===== config.mk =====
export PLATFORM = sky130hd
export DESIGN_NAME = pc_trace_tx
export DESIGN_NICKNAME = d
export VERILOG_FILES = /design/src/rtl/pc_trace_tx.sv
export SDC_FILE = /design/constraint.sdc
export NUM_CORES = 1
export LEC_CHECK = 0
export BUFFER_PORTS_ARGS = -buffer_cell sky130_fd_sc_hd__buf_2
export CAP_MARGIN = 0
export CORE_MARGIN = 1.5
export CORE_UTILIZATION = 56
export DETAILED_ROUTE_END_ITERATION = 7
export PLACE_DENSITY_LB_ADDON = 0.3
export SLEW_MARGIN = 20
export SYNTH_ARGS = -nofsm -noshare
export SYNTH_HDL_FRONTEND = slang
export SYNTH_SLANG_ARGS = --single-unit

===== constraint.sdc =====
create_clock -name clk -period 6.27 [get_ports clk]
set_input_delay 1.254 -clock clk [delete_from_list [all_inputs] [get_ports clk]]
set_output_delay 1.254 -clock clk [all_outputs]
set_load 0.03 [all_outputs]

===== src/rtl/pc_trace_tx.sv =====
// pc_trace_tx: captures committed (pc, inst) pairs into a small FIFO while a
// capture window is open, and streams each record out as UART 8N1 bytes:
// SYNC_BYTE, pc (MSB first), inst (MSB first).
//
// Capture interface: cap_valid is a valid-only strobe with no ready. The core
// never stalls for tracing; a record that cannot be buffered is dropped and
// the sticky overflow flag records the loss.
module pc_trace_tx #(
    parameter int         DATA_W       = 32,
    parameter int         DEPTH        = 16,
    parameter int         CLKS_PER_BIT = 868,
    parameter logic [7:0] SYNC_BYTE    = 8'hA5
) (
    input  logic              clk,
    input  logic              resetn,
    input  logic              arm,
    input  logic [15:0]       rec_limit,
    input  logic              cap_valid,
    input  logic [DATA_W-1:0] cap_pc,
    input  logic [DATA_W-1:0] cap_inst,
    output logic              tx,
    output logic              armed,
    output logic              busy,
    output logic              overflow,
    output logic [15:0]       rec_count,
    output logic [1:0]        fsm_state
);

    localparam int AW     = $clog2(DEPTH);
    localparam int RW     = 2 * DATA_W;
    localparam int NBYTES = 1 + DATA_W / 4;
    localparam int CW     = $clog2(CLKS_PER_BIT + 1);
    localparam int BW     = $clog2(NBYTES + 1);

    localparam logic [AW:0]   PTR_ONE   = 1;
    localparam logic [CW-1:0] CNT_ONE   = 1;
    localparam logic [CW-1:0] CNT_LAST  = CW'(CLKS_PER_BIT - 1);
    localparam logic [BW-1:0] BYTE_ONE  = 1;
    localparam logic [BW-1:0] BYTE_LAST = BW'(NBYTES - 1);

    typedef enum logic [1:0] {
        S_IDLE  = 2'd0,
        S_START = 2'd1,
        S_DATA  = 2'd2,
        S_STOP  = 2'd3
    } state_t;

    // FIFO storage and pointers (one extra wrap bit each)
    logic [RW-1:0] mem [DEPTH];
    logic [AW:0]   wr_ptr;
    logic [AW:0]   rd_ptr;
    logic          empty;
    logic          full;
    logic          push;
    logic          pop;

    // Capture window state
    logic [15:0]   limit_q;
    logic          win_open;
    logic [15:0]   limit_eff;
    logic [15:0]   count_base;
    logic [15:0]   count_inc;
    logic          hit_limit;
    logic          drop;

    // Transmitter state
    state_t        state;
    state_t        state_n;
    logic [CW-1:0] clk_cnt;
    logic [CW-1:0] clk_cnt_n;
    logic [2:0]    bit_idx;
    logic [2:0]    bit_idx_n;
    logic [BW-1:0] byte_idx;
    logic [BW-1:0] byte_idx_n;
    logic [7:0]    shreg;
    logic [7:0]    shreg_n;
    logic [RW-1:0] rec_q;
    logic [RW-1:0] rec_n;
    logic          tx_n;

    assign empty = (wr_ptr == rd_ptr);
    assign full  = (wr_ptr[AW] != rd_ptr[AW]) && (wr_ptr[AW-1:0] == rd_ptr[AW-1:0]);
    assign busy  = ~empty | (state != S_IDLE);
    assign fsm_state = state;

    // Capture decision: an arm in this cycle restarts the window before the
    // same-cycle record is considered, so that record becomes count 1.
    always_comb begin
        win_open   = arm | armed;
        limit_eff  = arm ? rec_limit : limit_q;
        count_base = arm ? 16'd0 : rec_count;
        count_inc  = (count_base == 16'hFFFF) ? count_base : count_base + 16'd1;
        hit_limit  = (limit_eff != 16'd0) && (count_inc == limit_eff);
        push       = win_open & cap_valid & (~full | pop);
        drop       = win_open & cap_valid & full & ~pop;
    end

    // Window control, record counter and sticky overflow
    always_ff @(posedge clk or negedge resetn) begin
        if (!resetn) begin
            armed     <= 1'b0;
            rec_count <= 16'd0;
            overflow  <= 1'b0;
            limit_q   <= 16'd0;
        end else begin
            if (arm) begin
                limit_q <= rec_limit;
            end
            if (push) begin
                rec_count <= count_inc;
                armed     <= ~hit_limit;
            end else begin
                rec_count <= count_base;
                armed     <= win_open;
            end
            overflow <= (overflow & ~arm) | drop;
        end
    end

    // FIFO pointers; a push and pop on a full FIFO both advance, staying full
    always_ff @(posedge clk or negedge resetn) begin
        if (!resetn) begin
            wr_ptr <= '0;
            rd_ptr <= '0;
        end else begin
            if (push) wr_ptr <= wr_ptr + PTR_ONE;
            if (pop)  rd_ptr <= rd_ptr + PTR_ONE;
        end
    end

    // FIFO storage write; the read side takes the old word on a same-slot pop
    always_ff @(posedge clk) begin
        if (push) mem[wr_ptr[AW-1:0]] <= {cap_pc, cap_inst};
    end

    // TX next-state: bit timing, byte sequencing and the next line level
    always_comb begin
        state_n    = state;
        clk_cnt_n  = clk_cnt;
        bit_idx_n  = bit_idx;
        byte_idx_n = byte_idx;
        shreg_n    = shreg;
        rec_n      = rec_q;
        pop        = 1'b0;
        case (state)
            S_IDLE: begin
                if (!empty) begin
                    pop        = 1'b1;
                    state_n    = S_START;
                    clk_cnt_n  = '0;
                    byte_idx_n = '0;
                    shreg_n    = SYNC_BYTE;
                    rec_n      = mem[rd_ptr[AW-1:0]];
                end
            end
            S_START: begin
                if (clk_cnt == CNT_LAST) begin
                    state_n   = S_DATA;
                    clk_cnt_n = '0;
                    bit_idx_n = 3'd0;
                end else begin
                    clk_cnt_n = clk_cnt + CNT_ONE;
                end
            end
            S_DATA: begin
                if (clk_cnt == CNT_LAST) begin
                    clk_cnt_n = '0;
                    shreg_n   = {1'b0, shreg[7:1]};
                    if (bit_idx == 3'd7) begin
                        state_n = S_STOP;
                    end else begin
                        bit_idx_n = bit_idx + 3'd1;
                    end
                end else begin
                    clk_cnt_n = clk_cnt + CNT_ONE;
                end
            end
            S_STOP: begin
                if (clk_cnt == CNT_LAST) begin
                    clk_cnt_n = '0;
                    if (byte_idx == BYTE_LAST) begin
                        state_n = S_IDLE;
                    end else begin
                        state_n    = S_START;
                        byte_idx_n = byte_idx + BYTE_ONE;
                        shreg_n    = rec_q[RW-1 -: 8];
                        rec_n      = {rec_q[RW-9:0], 8'h00};
                    end
                end else begin
                    clk_cnt_n = clk_cnt + CNT_ONE;
                end
            end
            default: state_n = S_IDLE;
        endcase
        case (state_n)
            S_START: tx_n = 1'b0;
            S_DATA:  tx_n = shreg_n[0];
            default: tx_n = 1'b1;
        endcase
    end

    // TX registers; tx is a flop preset by reset so it can never glitch low
    always_ff @(posedge clk or negedge resetn) begin
        if (!resetn) begin
            state    <= S_IDLE;
            clk_cnt  <= '0;
            bit_idx  <= 3'd0;
            byte_idx <= '0;
            shreg    <= 8'hFF;
            rec_q    <= '0;
            tx       <= 1'b1;
        end else begin
            state    <= state_n;
            clk_cnt  <= clk_cnt_n;
            bit_idx  <= bit_idx_n;
            byte_idx <= byte_idx_n;
            shreg    <= shreg_n;
            rec_q    <= rec_n;
            tx       <= tx_n;
        end
    end

endmodule

==> reports/metrics.sh <==
GRT_PASS1_WL_UM=146000
PLACEMENT.IO_BUFFERS=105
HTREE_NUM_LEVELS=3
CRITICAL_PATH.STARTPOINT_TYPE='flop'
FINAL.MIN_CLOCK_PERIOD_NS=4.57
REG2REG_FROM='rd_ptr[1]'
FINALCLOCKSKEW_NS=0.0209
NUMCLOCKSINKS=1160
GRT_MAX_DEGREE=134
WORST_PIN_SLEW_NS=1.13
WORST-R2R-SETUP-SLACK_NS=2.20
PERIOD_SHARE=0.729
INITIAL_CORE_UTILIZATION=0.565
DIE_H_UM=288
CTS_TREE='done'
DIE_WIDTH_UM=288
POST_CTS_BUFFERS=0
FINALSETUPTNS_NS=0
PATH_MAX_FANOUT=43
HOLD-WORST-SLACK_NS=0.460
PLACED_CELLS_INCL_TAPS=3237
DETAIL_ROUTE.WL_PER_CELL_UM=28.3
SYNTH_TOP_AREA_SHARE=0.675
WORST_SKEW_PAIR_LATER_PIN_LATENCY_NS=0.67
MULTIINPUTGATEAREA_MM2=0.0109
FINISH.NET_COUNT=2387
POWERDENSITY_mW_PER_MM2=422
MAX_CAP_VIOLATIONS=0
LAYOUT_SETUP_WS_NS=1.70
WL_UM=97500
GRT_SETUP_UNREPAIRED='false'
SLEW_VIOLATIONS=0
VIA_COUNT_OF_THE_FIRST_GLOBAL_ROUTING_PASS=22808
ANT_NETS=0
CLKSLEWWORSTSETUPHOLDPATHS_NS=0.06
FF_LATCH_AREA_MM2=0.0342
NETLIST_AREA_MM2=0.0455
STATUS='complete, no violations'
DRT_FIRST_ITER_VIOLATIONS=2193
DETAILED_PLACE.AREA_MM2=0.0474
POWER_LEAKAGE_nW=17.2
IO-PIN-COUNT=106
SYNTH-SEQ-AREA-SHARE=0.750
YS.WARNINGS.COUNT=0
DOMINANTREGCELLSYNTH='edfxtp_1'
SETUP_VIOL=0
AREA_DELTA_SYNTH_FINAL_PCT=12.1
DP_WORST_SETUP_SLACK_NS=1.88
CTS_ROOT_BUF='clkbuf_16'
CRITICAL_PATH_ARRIVAL_NS=3.31
FP-ROW-COUNT=104
FLOORPLAN_CORE_AREA_MM2=0.0805
FILLER_CELL_COUNT=5227
DRT_PASS1_ITERATIONS=5
WORST_PATH_CLASS_SETUP='flop to output pin'
YS_SEQ_ELEMENTS=1160
MOSTFREQUENTLAYOUTCELLS='edfxtp_1, mux4_2, dfrtp_1'
FINISH.UTILIZATION=0.633
CTS_HOLD_BUF=0
MIN_PATH_TYPE='flop to flop'
PEAKVDDDROP_V=0.000346
CLK_BUF_DEPTH=3
FINAL_AREA_MM2=0.0510
POST_CTS_RESIZE_COUNT=0
NETLIST_TOP_CELLS_AREA='edfxtp_1, mux4_2, dfrtp_1'
NETLIST_INSTANCES=2145
PLACE_CONGESTION=0.828
SYNTH_NETS=2240
TIMING.FMAX_MHz=219
POST-ROUTE-DRC-COUNT=0
MAXSLEWHEADROOM=0.247
POSTSYNTH.ASYNCRESETSHARE=0.117
NUM_CTS_BUFFERS=113
YOSYSTOPAREACELL='edfxtp_1'
WORST_SETUP_PATH_END_KIND='output pin'
HOLD_VIOLATIONS=0
GRTUSAGETOTAL=0.241
NUMBER_OF_ANTENNA_VIOLATIONS_AT_THE_FIRST_CHECK_IN_GLOBAL_ROUTING=8
TOTALPOWERFINAL_mW=21.5
SETUP.WORST_PATH.START='rd_ptr[1]'
SYNTH_EDF_COUNT=1024
FINAL_LAYOUT_SIZE_SUFFIX_GT1_FRAC=0.286
POST_SYNTH_NUM_CELL_TYPES=68
DPL_WIRE_LENGTH_UM=51800
DIE-AREA_MM2=0.0830
SYNTH.AVG_CELL_AREA_UM2=21.2
FINAL_CELLS=3446
VIAS_PER_CELL=6.30
WORST_HOLD_STARTPOINT='shreg[2]'
VIAS=21701
MOSTFREQUENTLAYOUTCELL='edfxtp_1'
GRT_OVERFLOW_TOTAL=0
CRITPATHREQUIREDTIME_NS=5.02
==> registers in the layout, indices dropped and copies added, names as in the netlist, 2 cells and up <==
register	flops
shreg	8
rd_ptr	5
rec_q	64
bit_idx	3
wr_ptr	5
byte_idx	4
clk_cnt	10
fsm_state	2
rec_count	16
mem	1024
limit_q	16
==> final cells by class <==
cell class | count | area share
Tap cell | 1060 | 0.0260
Clock inverter | 53 | 0.0110
Sequential cell | 1160 | 0.670
Antenna cell | 3 | 0.000147
Clock buffer | 153 | 0.0599
Multi-Input combinational cell | 850 | 0.214
Inverter | 23 | 0.00169
Timing Repair Buffer | 144 | 0.0174
==> synth_stat cells, types with 10 or more instances <==
master    count
a21oi_1      10
edfxtp_1   1024
buf_2        36
xnor2_1      36
ha_1         11
nand2_1      99
mux4_2      320
xor2_1       15
mux2_2       13
mux2i_1      69
o21ai_0      79
dfrtp_1     127
nor2b_1      15
nor2_1       41
clkbuf_1     55
inv_1        23
nand3_1      16
buf_4        10
==> metal layers <==
metal	global-route usage	vias up	part of all wire
li1	-	9149	-
met3	0.0392	150	0.072
met4	0.0636	10	0.020
met5	0.00341	-	0.00090
met1	0.337	11502	0.40
met2	0.402	890	0.51
==> path summary, 6_finish.rpt <==
path	to	cells past startpoint
max in group asynchronous	rd_ptr[2]	2
setup reg to reg	mem[10][30]	7
min in group asynchronous	limit_q[8]	1
hold / removal	shreg[2]	2
setup / recovery	busy	5
hold reg to reg	shreg[2]	2
==> cells by family (layout without fill, tap and decap cells) <==
group / Yosys count / count (layout) / synth area share
AOI/OAI and AO/OA: 142 / 142 / 0.0188
xor gates and xnor gates: 51 / 51 / 0.00981
adders and majority gates: 11 / 11 / 0.00302
buffers and inverters: 135 / 373 / 0.0131
DFF: 1160 / 1160 / 0.750
muxes: 403 / 403 / 0.177
other: 0 / 3 / 0
and+or+nand+nor: 243 / 243 / 0.0278
==> power breakdown <==
part | internal [mW] | leakage (nW) | switching [mW]
clock network | 3.82 | 1.75 | 2.80
registers | 9.39 | 10.9 | 0.545
logic | 2.43 | 4.49 | 2.52
total | 15.6 | 17.2 | 5.86
==> critical path, cell delays in order (launching register included) <==
cell and delay [ns]:
dfrtp_4 0.85, xor2_1 0.16, nor4_2 0.86, and3_1 0.50, inv_1 0.07, buf_2 0.19
Power figures use the tool's default switching activity.
